**config.mk**
```make
export PLATFORM = sky130hd
export DESIGN_NAME = slice_ctrl
export DESIGN_NICKNAME = d
export VERILOG_FILES = /design/src/rtl/slice_pkg.sv /design/src/rtl/slice_hist.sv /design/src/rtl/slice_ctrl.sv
export SDC_FILE = /design/constraint.sdc
export NUM_CORES = 1
export LEC_CHECK = 0
export ABC_CLOCK_PERIOD_IN_PS = 6800
export CAP_MARGIN = 25
export CORE_MARGIN = 5
export CORE_UTILIZATION = 45
export DETAILED_ROUTE_END_ITERATION = 8
export PLACE_DENSITY = 0.67
export SKIP_CTS_REPAIR_TIMING = 1
export SYNTH_ARGS = -nofsm -noshare
export SYNTH_HDL_FRONTEND = slang
export SYNTH_SLANG_ARGS = --single-unit
```
**constraint.sdc**
```tcl
create_clock -name pixel_clk_in -period 6.8 [get_ports pixel_clk_in]
set_clock_uncertainty 0.05 [all_clocks]
set_input_delay 1.36 -clock pixel_clk_in [delete_from_list [all_inputs] [get_ports pixel_clk_in]]
set_output_delay 1.36 -clock pixel_clk_in [all_outputs]
set_load 0.05 [all_outputs]
```
**src/rtl/slice_pkg.sv**
```systemverilog
// slice_pkg: shared types and constants for the katana slice controller
package slice_pkg;
  typedef enum logic [2:0] {FILL, TRACK, REQ, WAIT, HOLD} state_t;
  localparam int HIST_DEPTH = 8;
  localparam logic [10:0] FRAME_END_H = 11'd1024;
  localparam logic [9:0] FRAME_END_V = 10'd768;
  typedef logic signed [15:0] angle_t;
endpackage

```
**src/rtl/slice_hist.sv**
```systemverilog
// slice_hist: per-frame katana position history with window displacement and speed
module slice_hist
  import slice_pkg::*;
(
  input  logic               clk,
  input  logic               rst,
  input  logic               shift,
  input  logic [10:0]        x_in,
  input  logic [9:0]         y_in,
  output logic signed [11:0] dx,
  output logic signed [10:0] dy,
  output logic [12:0]        speed
);
  logic [10:0] x_q [HIST_DEPTH];
  logic [10:0] x_d [HIST_DEPTH];
  logic [9:0]  y_q [HIST_DEPTH];
  logic [9:0]  y_d [HIST_DEPTH];
  logic [11:0] adx;
  logic [10:0] ady;
  always_comb begin
    x_d = x_q;
    y_d = y_q;
    if (shift) begin
      x_d[0] = x_in;
      y_d[0] = y_in;
      for (int i = 1; i < HIST_DEPTH; i++) begin
        x_d[i] = x_q[i-1];
        y_d[i] = y_q[i-1];
      end
    end
  end
  always_ff @(posedge clk) begin
    if (rst) begin
      x_q <= '{default: '0};
      y_q <= '{default: '0};
    end else begin
      x_q <= x_d;
      y_q <= y_d;
    end
  end
  always_comb begin
    dx    = {1'b0, x_q[0]} - {1'b0, x_q[HIST_DEPTH-1]};
    dy    = {1'b0, y_q[0]} - {1'b0, y_q[HIST_DEPTH-1]};
    adx   = dx[11] ? -dx : dx;
    ady   = dy[10] ? -dy : dy;
    speed = {1'b0, adx} + {2'b00, ady};
  end
endmodule

```
**src/rtl/slice_ctrl.sv**
```systemverilog
// slice_ctrl: detects katana slices from motion history and latches one swing angle per slice
module slice_ctrl
  import slice_pkg::*;
#(
  parameter int SPEED_THRESH    = 64,
  parameter int COOLDOWN_FRAMES = 4,
  parameter int TIMEOUT_CYCLES  = 256
) (
  input  logic               pixel_clk_in,
  input  logic               rst_in,
  input  logic [10:0]        hcount_in,
  input  logic [9:0]         vcount_in,
  input  logic [10:0]        katana_x,
  input  logic [9:0]         katana_y,
  output logic               atan_start,
  output logic signed [11:0] atan_dx,
  output logic signed [10:0] atan_dy,
  input  logic               atan_done,
  input  logic [15:0]        atan_angle,
  output logic               slice_active,
  output logic               slice_valid,
  output logic [15:0]        slice_angle,
  output logic               slice_err
);
  localparam int TW = $clog2(TIMEOUT_CYCLES);
  localparam int CW = $clog2(COOLDOWN_FRAMES + 1);
  logic               frame_done;
  logic signed [11:0] dx;
  logic signed [10:0] dy;
  logic [12:0]        speed;
  state_t             state_q, state_d;
  logic [2:0]         fill_q, fill_d;
  logic               fd_q, fd_d;
  logic [TW-1:0]      tmo_q, tmo_d;
  logic [CW-1:0]      cool_q, cool_d;
  logic signed [11:0] dx_q, dx_d;
  logic signed [10:0] dy_q, dy_d;
  logic               active_q, active_d;
  logic               valid_q, valid_d;
  logic               err_q, err_d;
  angle_t             angle_q, angle_d;
  assign frame_done = (hcount_in == FRAME_END_H) && (vcount_in == FRAME_END_V);
  slice_hist u_hist (
    .clk   (pixel_clk_in),
    .rst   (rst_in),
    .shift (frame_done),
    .x_in  (katana_x),
    .y_in  (katana_y),
    .dx    (dx),
    .dy    (dy),
    .speed (speed)
  );
  always_comb begin
    state_d  = state_q;
    fill_d   = fill_q;
    fd_d     = frame_done;
    tmo_d    = tmo_q;
    cool_d   = cool_q;
    dx_d     = dx_q;
    dy_d     = dy_q;
    active_d = active_q;
    valid_d  = 1'b0;
    err_d    = 1'b0;
    angle_d  = angle_q;
    case (state_q)
      FILL: if (frame_done) begin
        fill_d  = fill_q + 3'd1;
        state_d = (fill_q == 3'(HIST_DEPTH - 1)) ? TRACK : FILL;
      end
      TRACK: if (fd_q && speed >= 13'(SPEED_THRESH)) begin
        dx_d     = dx;
        dy_d     = dy;
        active_d = 1'b1;
        state_d  = REQ;
      end
      REQ: begin
        tmo_d   = '0;
        state_d = WAIT;
      end
      WAIT: if (atan_done) begin
        angle_d = atan_angle;
        valid_d = 1'b1;
        cool_d  = '0;
        state_d = HOLD;
      end else if (tmo_q == TW'(TIMEOUT_CYCLES - 2)) begin
        err_d    = 1'b1;
        active_d = 1'b0;
        state_d  = TRACK;
      end else begin
        tmo_d = tmo_q + 1'b1;
      end
      HOLD: if (fd_q) begin
        cool_d = (speed >= 13'(SPEED_THRESH)) ? '0 : cool_q + 1'b1;
        if (speed < 13'(SPEED_THRESH) && cool_q == CW'(COOLDOWN_FRAMES - 1)) begin
          cool_d   = '0;
          active_d = 1'b0;
          state_d  = TRACK;
        end
      end
      default: state_d = FILL;
    endcase
  end
  always_ff @(posedge pixel_clk_in) begin
    if (rst_in) begin
      state_q  <= FILL;
      fill_q   <= '0;
      fd_q     <= 1'b0;
      tmo_q    <= '0;
      cool_q   <= '0;
      dx_q     <= '0;
      dy_q     <= '0;
      active_q <= 1'b0;
      valid_q  <= 1'b0;
      err_q    <= 1'b0;
      angle_q  <= '0;
    end else begin
      state_q  <= state_d;
      fill_q   <= fill_d;
      fd_q     <= fd_d;
      tmo_q    <= tmo_d;
      cool_q   <= cool_d;
      dx_q     <= dx_d;
      dy_q     <= dy_d;
      active_q <= active_d;
      valid_q  <= valid_d;
      err_q    <= err_d;
      angle_q  <= angle_d;
    end
  end
  assign atan_start   = (state_q == REQ);
  assign atan_dx      = dx_q;
  assign atan_dy      = dy_q;
  assign slice_active = active_q;
  assign slice_valid  = valid_q;
  assign slice_angle  = angle_q;
  assign slice_err    = err_q;
endmodule

```
==> flow_summary_export.csv, run 1 <==
group,metric,value,unit
synthesis,syn_inst,1258,
detailed_routing,dr.pass1.iters,4,
synthesis,synth-simple-area-share,0.225,
grt,grt_max_degree,169,
critical_path,cpPeakStageDelay,0.88,ns
place,dpl_cell_area,11000,µm²
detailed_routing,drt_iter0_markers,590,
synthesis,synth_xor_area_frac,0.0327,
sta,finalCriticalPeriod,5.37,ns
sta,finalHoldViolations,0,
synthesis,ys_seq_elements,228,
clock_tree,htree_levels,1,
synthesis,synthMuxAreaShare,0.0236,
critical_path,crit_path_top_delay_cell,"o2111ai_4",
grt,grt_antenna_before_repair,0,
sta,hold_slack,0.398,ns
run_status,run_status,"completed",
detailed_routing,drt.antenna.violating_nets,0,
synthesis,syn_area,9870,µm²
clock_tree,root_buffer,"clkbuf_16",
final_layout,area_delta_synth_final,19.8,%
final_layout,nets,1424,
synthesis,synth-main-ff-cell,"dfxtp_1",
detailed_routing,routed_wire_length_per_instance,13.0,µm
die,core-area,21700,µm²
detailed_routing,finalWirelength,20900,µm
sta,finalCritPeriodShare,0.789,
die,start_util,0.455,
sta,slew_headroom,0.316,
critical_path,critPathArrivalTime,5.67,ns
die,io_pins,104,
critical_path,start_kind,"flip-flop",
sta,worst_pin_slew,1.03,ns
power,vdd_drop_max,0.000158,V
critical_path,cp-endpoint,"atan_dx[6]",
clock_tree,clkTransAtPathRegs,0.06,ns
grt,met2_usage,0.265,
grt,use_met3,0.0241,
clock_tree,cts_max_path_buffers,3,
critical_path,critPathTopFamily,"compound AO/OA/AOI/OAI gates",
detailed_routing,vias,8099,
place,hpwl,13600,µm
grt,gr-total-overflow,0,
sta,finalSetupViolCount,0,
flow_run,drv_cap,0,
synthesis,synth_compound_area_frac,0.154,
sta,max_freq,0.186,GHz
die,rows,54,
place,pre_cts_ws,1.45,ns
place,port-buffer-count,103,
synthesis,ys_seq_area_frac,0.462,
sta,finalMaxSlewViolations,0,
clock_tree,clkSinkCount,228,
die,die_area,25000,µm²
clock_tree,clk_latency,0.51,ns
synthesis,synth_fa_ha_area_frac,0.0568,
critical_path,rrSetupSlack,1.43,ns
power,power_density,227,nW/µm²
critical_path,critical_path_peak_fanout,29,
die,fp.dieH,158,µm
critical_path,worstPathRequired,7.10,ns
final_layout,finish.instance_area,11800,µm²
critical_path,cp-startpoint,"u_hist.y_q[70]",
critical_path,rr_worst_depth,22,
detailed_routing,viasPerCell,5.02,
clock_tree,cts_tree,"yes",
sta,finalWorstSetupSlack,1.43,ns
sta,fin_tns_setup,0,ns
grt,grt.total_usage,0.166,
worst_hold_path,hold_class,"reg2reg",
sta,rsz0062_at_grt,"false",
final_layout,most-common-layout-cells,"nand2_1 (399), dfxtp_1 (228), a21oi_1 (210), clkdlybuf4s50_1 (102), nor2_1 (63)",
synthesis,ys_types,56,
die,die_w,158,µm
grt,grt_pass1_wl,35400,µm
critical_path,crit_cells,22,
critical_path,cp_num_buf_inv,1,
synthesis,ys_warn_count,0,
critical_path,reg2reg_from,"u_hist.y_q[70]",
synthesis,synth_edf_count,0,
synthesis,async_reset_ff_frac,0,
final_layout,diodes,0,
synthesis,synth_area_per_cell,7.85,µm²
clock_tree,cts_made_buffers,25,
critical_path,r2r_end,"atan_dx[6]",
critical_path,crit_type,"reg2reg",
grt,use_met1,0.236,
critical_path,worstPathCellList,"inv_1 > ha_1 > fa_1 > nor2b_1 > o21ai_0 > a21boi_1 > o21ai_1 > a211oi_1 > o21ai_0 > nor2b_1 > nand2_1 > xnor2_1 > ha_1 > a211o_1 > a21oi_1 > a211oi_1 > or3_1 > a21oi_1 > o2111ai_1 > o2111ai_4 > mux2i_1 > nor2_1",
final_layout,drive_above_1_share,0.0420,
power,p_leak,4.25,nW
grt,grt_busiest_layer,"met2",
grt,grt_pass1_vias,7364,
place,gp_congestion,0.900,
critical_path,worstSetupEndpointType,"flip-flop",
final_layout,final_common_cell,"nand2_1",
synthesis,synth_top_family_by_area,"simple AND/OR/NAND/NOR gates",
detailed_routing,drc,0,
final_layout,fillerInstances,2020,
synthesis,syn_nets,1362,
cells by family after synthesis:
family                   after synthesis
flip-flops                           228
AO/OA/AOI/OAI                        276
adder cells (fa/ha/maj)               43
buffers and inverters                115
AND/OR/NAND/NOR                      537
XOR/XNOR                              36
multiplexers                          23
cell type report:
type | instances | area [µm²] | share of cell area
Multi-Input combinational cell | 915 | 4880 | 0.413
Timing Repair Buffer | 107 | 1070 | 0.0909
Sequential cell | 228 | 4560 | 0.386
Clock buffer | 35 | 733 | 0.0620
Clock inverter | 6 | 62.6 | 0.00529
Tap cell | 280 | 350 | 0.0296
Inverter | 43 | 161 | 0.0136
metal layers:
| metal | up-vias | part of all wire |
|---|---|---|
| li1 | 4287 | - |
| met1 | 3683 | 0.48 |
| met2 | 101 | 0.47 |
| met3 | 28 | 0.037 |
| met4 | 0 | 0.016 |
| met5 | - | 0 |
sequential cells by signal (all words and copies together) (netlist names):
name,cells
u_hist.x_q,88
u_hist.y_q,80
slice_angle,16
atan_dx,12
atan_dy,11
tmo_q,8
cool_q,3
fill_q,3
state_q,3
fd_q,1
slice_active,1
slice_err,1
slice_valid,1
worst min path at each step:
stage | startpoint | cells past startpoint | end | slack [ns]
after floorplan | cool_q[2] | 2 | cool_q[2] | 0.38
after global placement | u_hist.x_q[71] | 2 | u_hist.x_q[71] | 0.39
after detailed placement | cool_q[2] | 2 | cool_q[2] | 0.39
after CTS | u_hist.x_q[23] | 2 | u_hist.x_q[12] | 0.40
after global routing | u_hist.y_q[31] | 2 | u_hist.y_q[21] | 0.41
final | u_hist.x_q[49] | 2 | u_hist.x_q[49] | 0.40
worst register-to-register path, stage by stage, from the launching register on:
cell	delay (ns)
dfxtp_1	0.32
inv_1	0.06
ha_1	0.18
fa_1	0.21
nor2b_1	0.05
o21ai_0	0.20
a21boi_1	0.12
o21ai_1	0.18
a211oi_1	0.11
o21ai_0	0.20
nor2b_1	0.41
nand2_1	0.12
xnor2_1	0.16
ha_1	0.37
a211o_1	0.27
a21oi_1	0.16
a211oi_1	0.12
or3_1	0.35
a21oi_1	0.16
o2111ai_1	0.19
o2111ai_4	0.88
mux2i_1	0.28
nor2_1	0.06
synth_stat cells (all sizes together) (7+ instances only):
| master | number | area, µm² |
|---|---|---|
| nor4 | 9 | 62.6 |
| nor3 | 8 | 40.0 |
| nor2 | 63 | 236 |
| mux2i | 21 | 210 |
| inv | 43 | 161 |
| nor2b | 7 | 43.8 |
| a21oi | 211 | 1070 |
| xor2 | 15 | 139 |
| nand4 | 8 | 50.1 |
| or2 | 9 | 56.3 |
| nand2 | 399 | 1500 |
| clkbuf | 67 | 251 |
| o21ai | 23 | 115 |
| dfxtp | 228 | 4560 |
| ha | 40 | 500 |
| xnor2 | 21 | 184 |
power by group:
part           leakage (nW)  internal, mW  switching [mW]
Combinational          2.02        0.0319          0.0268
Sequential             1.84          1.34    0.0000000919
Clock                 0.396         0.782           0.508
Total                  4.25          2.15           0.535
per-stage QoR:
stage	instances	util	total power, mW
floorplan	1258	-	1.39
detailed placement	1573	0.509	1.42
global placement	1573	0.509	1.42
global route	1614	0.545	2.79
CTS	1614	0.545	2.73
finish	1614	0.545	2.68
(Power assumes the default switching activity.)
==> run 2: changes to the inputs <==
--- a/config.mk
+++ b/config.mk
@@ -5,7 +5,7 @@
 export SDC_FILE = /design/constraint.sdc
 export NUM_CORES = 1
 export LEC_CHECK = 0
-export ABC_CLOCK_PERIOD_IN_PS = 6800
+export ABC_CLOCK_PERIOD_IN_PS = 5200
 export CAP_MARGIN = 25
 export CORE_MARGIN = 5
 export CORE_UTILIZATION = 45
==> constraint.sdc (replaced) <==
create_clock -name pixel_clk_in -period 5.2 [get_ports pixel_clk_in]
set_clock_uncertainty 0.05 [all_clocks]
set_input_delay 1.04 -clock pixel_clk_in [delete_from_list [all_inputs] [get_ports pixel_clk_in]]
set_output_delay 1.04 -clock pixel_clk_in [all_outputs]
set_load 0.05 [all_outputs]
==> run 2 against run 1 <==
Compared with the run above: global-route usage increased by 0.11 points; final cell count increased by 0.74%; flip-flop and latch count unchanged.
==> flow_summary_export.csv, run 2 (synthesis results as in run 1) <==
group,metric,value,unit
detailed_routing,drc,0,
critical_path,cp-startpoint,"u_hist.y_q[1]",
final_layout,nets,1432,
worst_hold_path,hold_class,"reg2reg",
clock_tree,clk_latency,0.52,ns
place,hpwl,14000,µm
grt,grt_max_degree,134,
sta,max_freq,0.204,GHz
sta,finalSetupViolCount,0,
grt,gr-total-overflow,0,
final_layout,area_delta_synth_final,22.4,%
critical_path,worstPathRequired,5.52,ns
final_layout,most-common-layout-cells,"nand2_1 (399), dfxtp_1 (228), a21oi_1 (209), clkdlybuf4s50_1 (102), nor2_1 (63)",
critical_path,crit_path_top_delay_cell,"or4_1",
place,gp_congestion,0.900,
final_layout,fin_util,0.557,
clock_tree,cts_tree,"yes",
final_layout,drive_above_1_share,0.0550,
die,die_area,25000,µm²
sta,finalCritPeriodShare,0.944,
place,dpl_cell_area,11100,µm²
clock_tree,cts_max_path_buffers,3,
critical_path,reg2reg_from,"u_hist.y_q[1]",
final_layout,diodes,0,
power,vdd_drop_max,0.000243,V
clock_tree,htree_levels,1,
final_layout,largest_reg_flops,88,
detailed_routing,drt.antenna.violating_nets,0,
detailed_routing,drt_iter0_markers,506,
final_layout,final_common_cell,"nand2_1",
sta,finalMaxSlewViolations,0,
grt,grt_pass1_wl,35800,µm
clock_tree,root_buffer,"clkbuf_16",
die,fp.dieH,158,µm
power,power_density,305,nW/µm²
critical_path,cpPeakStageDelay,0.55,ns
die,core-area,21700,µm²
critical_path,start_kind,"flip-flop",
grt,grt.total_usage,0.167,
place,dp.cells,1578,
die,die_w,158,µm
critical_path,critPathArrivalTime,5.23,ns
worst_hold_path,holdCritStartpoint,"u_hist.y_q[3]",
final_layout,finish.instance_area,12100,µm²
detailed_routing,vias,8170,
sta,finalHoldViolations,0,
final_layout,largest-register,"u_hist.x_q",
detailed_routing,viasPerCell,5.02,
power,p_leak,4.37,nW
clock_tree,clkSinkCount,228,
clock_tree,cts_made_buffers,24,
place,port-buffer-count,103,
detailed_routing,dr.pass1.iters,5,
critical_path,crit_type,"reg2reg",
clock_tree,clkTransAtPathRegs,0.06,ns
flow_run,drv_cap,0,
sta,worst_pin_slew,0.910,ns
run_status,run_status,"completed",
critical_path,worstPathCellList,"inv_1 > ha_1 > nor2b_1 > o21a_1 > o211ai_1 > and3b_1 > xnor2_1 > or4_1 > nand2_1 > xnor2_1 > ha_1 > a211o_1 > a21oi_2 > a211oi_2 > or3_1 > a21oi_1 > o2111ai_2 > o2111ai_4 > buf_12 > clkbuf_16 > mux2i_1 > nor2_1",
detailed_routing,routed_wire_length_per_instance,13.2,µm
die,io_pins,104,
critical_path,worstSetupEndpointType,"flip-flop",
sta,finalCriticalPeriod,4.91,ns
final_layout,fillerInstances,2029,
grt,grt_pass1_vias,7631,
critical_path,critical_path_peak_fanout,5,
sta,slew_headroom,0.393,
grt,grt_antenna_before_repair,0,
detailed_routing,finalWirelength,21500,µm
die,rows,54,
die,start_util,0.455,
final_layout,fin_cells,1626,
run 2: cell count changes in the layout (fill, tap and decap cells not counted), sizes merged:
cell / change
bufinv: +4
buf: +7
clkbuf: -1
clkinv: +2
run 2: stage by stage:
step	power, mW	worst slack, ns	hold WS (ns)	setup TNS, ns
4_1_cts	3.74	0.172	0.397	0
3_3_place_gp	1.86	0.404	0.386	0
6_report	3.68	0.292	0.398	0
2_1_floorplan	1.81	0.656	0.375	0
5_1_grt	3.82	-0.0753	0.413	-0.787
3_5_place_dp	1.86	0.183	0.393	0
run 2: final timing paths:
check / end / slack, ns / cells past startpoint
max: atan_dy[3] / 0.29 / 22
min reg2reg: u_hist.y_q[3] / 0.40 / 2
min: u_hist.y_q[3] / 0.40 / 2
max reg2reg: atan_dy[3] / 0.29 / 22
run 2: cell type report:
class | instances | area [µm²] | area share
Clock buffer | 32 | 682 | 0.0564
Clock inverter | 12 | 189 | 0.0156
Inverter | 43 | 161 | 0.0134
Multi-Input combinational cell | 915 | 4920 | 0.407
Sequential cell | 228 | 4560 | 0.378
Tap cell | 280 | 350 | 0.0290
Timing Repair Buffer | 116 | 1220 | 0.101
run 2: report_power, final:
group | switching [mW] | total, mW | internal, mW
sequential | 0.000000127 | 1.75 | 1.75
combinational | 0.0353 | 0.0781 | 0.0427
clock | 0.691 | 1.86 | 1.17
run 2: critical path: cells and delay by family, from the launching register on:
family	cells	cell delay [ns]
mux	1	0.21
xor+xnor	2	0.25
simple gates	6	1.38
compound gates	8	1.57
fa+ha+maj	2	0.57
buf+inv	3	0.35
flops	1	0.38
run 2: metal layers:
| layer | GRT usage | share of wire |
|---|---|---|
| met3 | 0.0279 | 0.035 |
| met2 | 0.266 | 0.46 |
| met1 | 0.237 | 0.48 |
| met4 | 0.0410 | 0.018 |
| met5 | 0 | 0 |
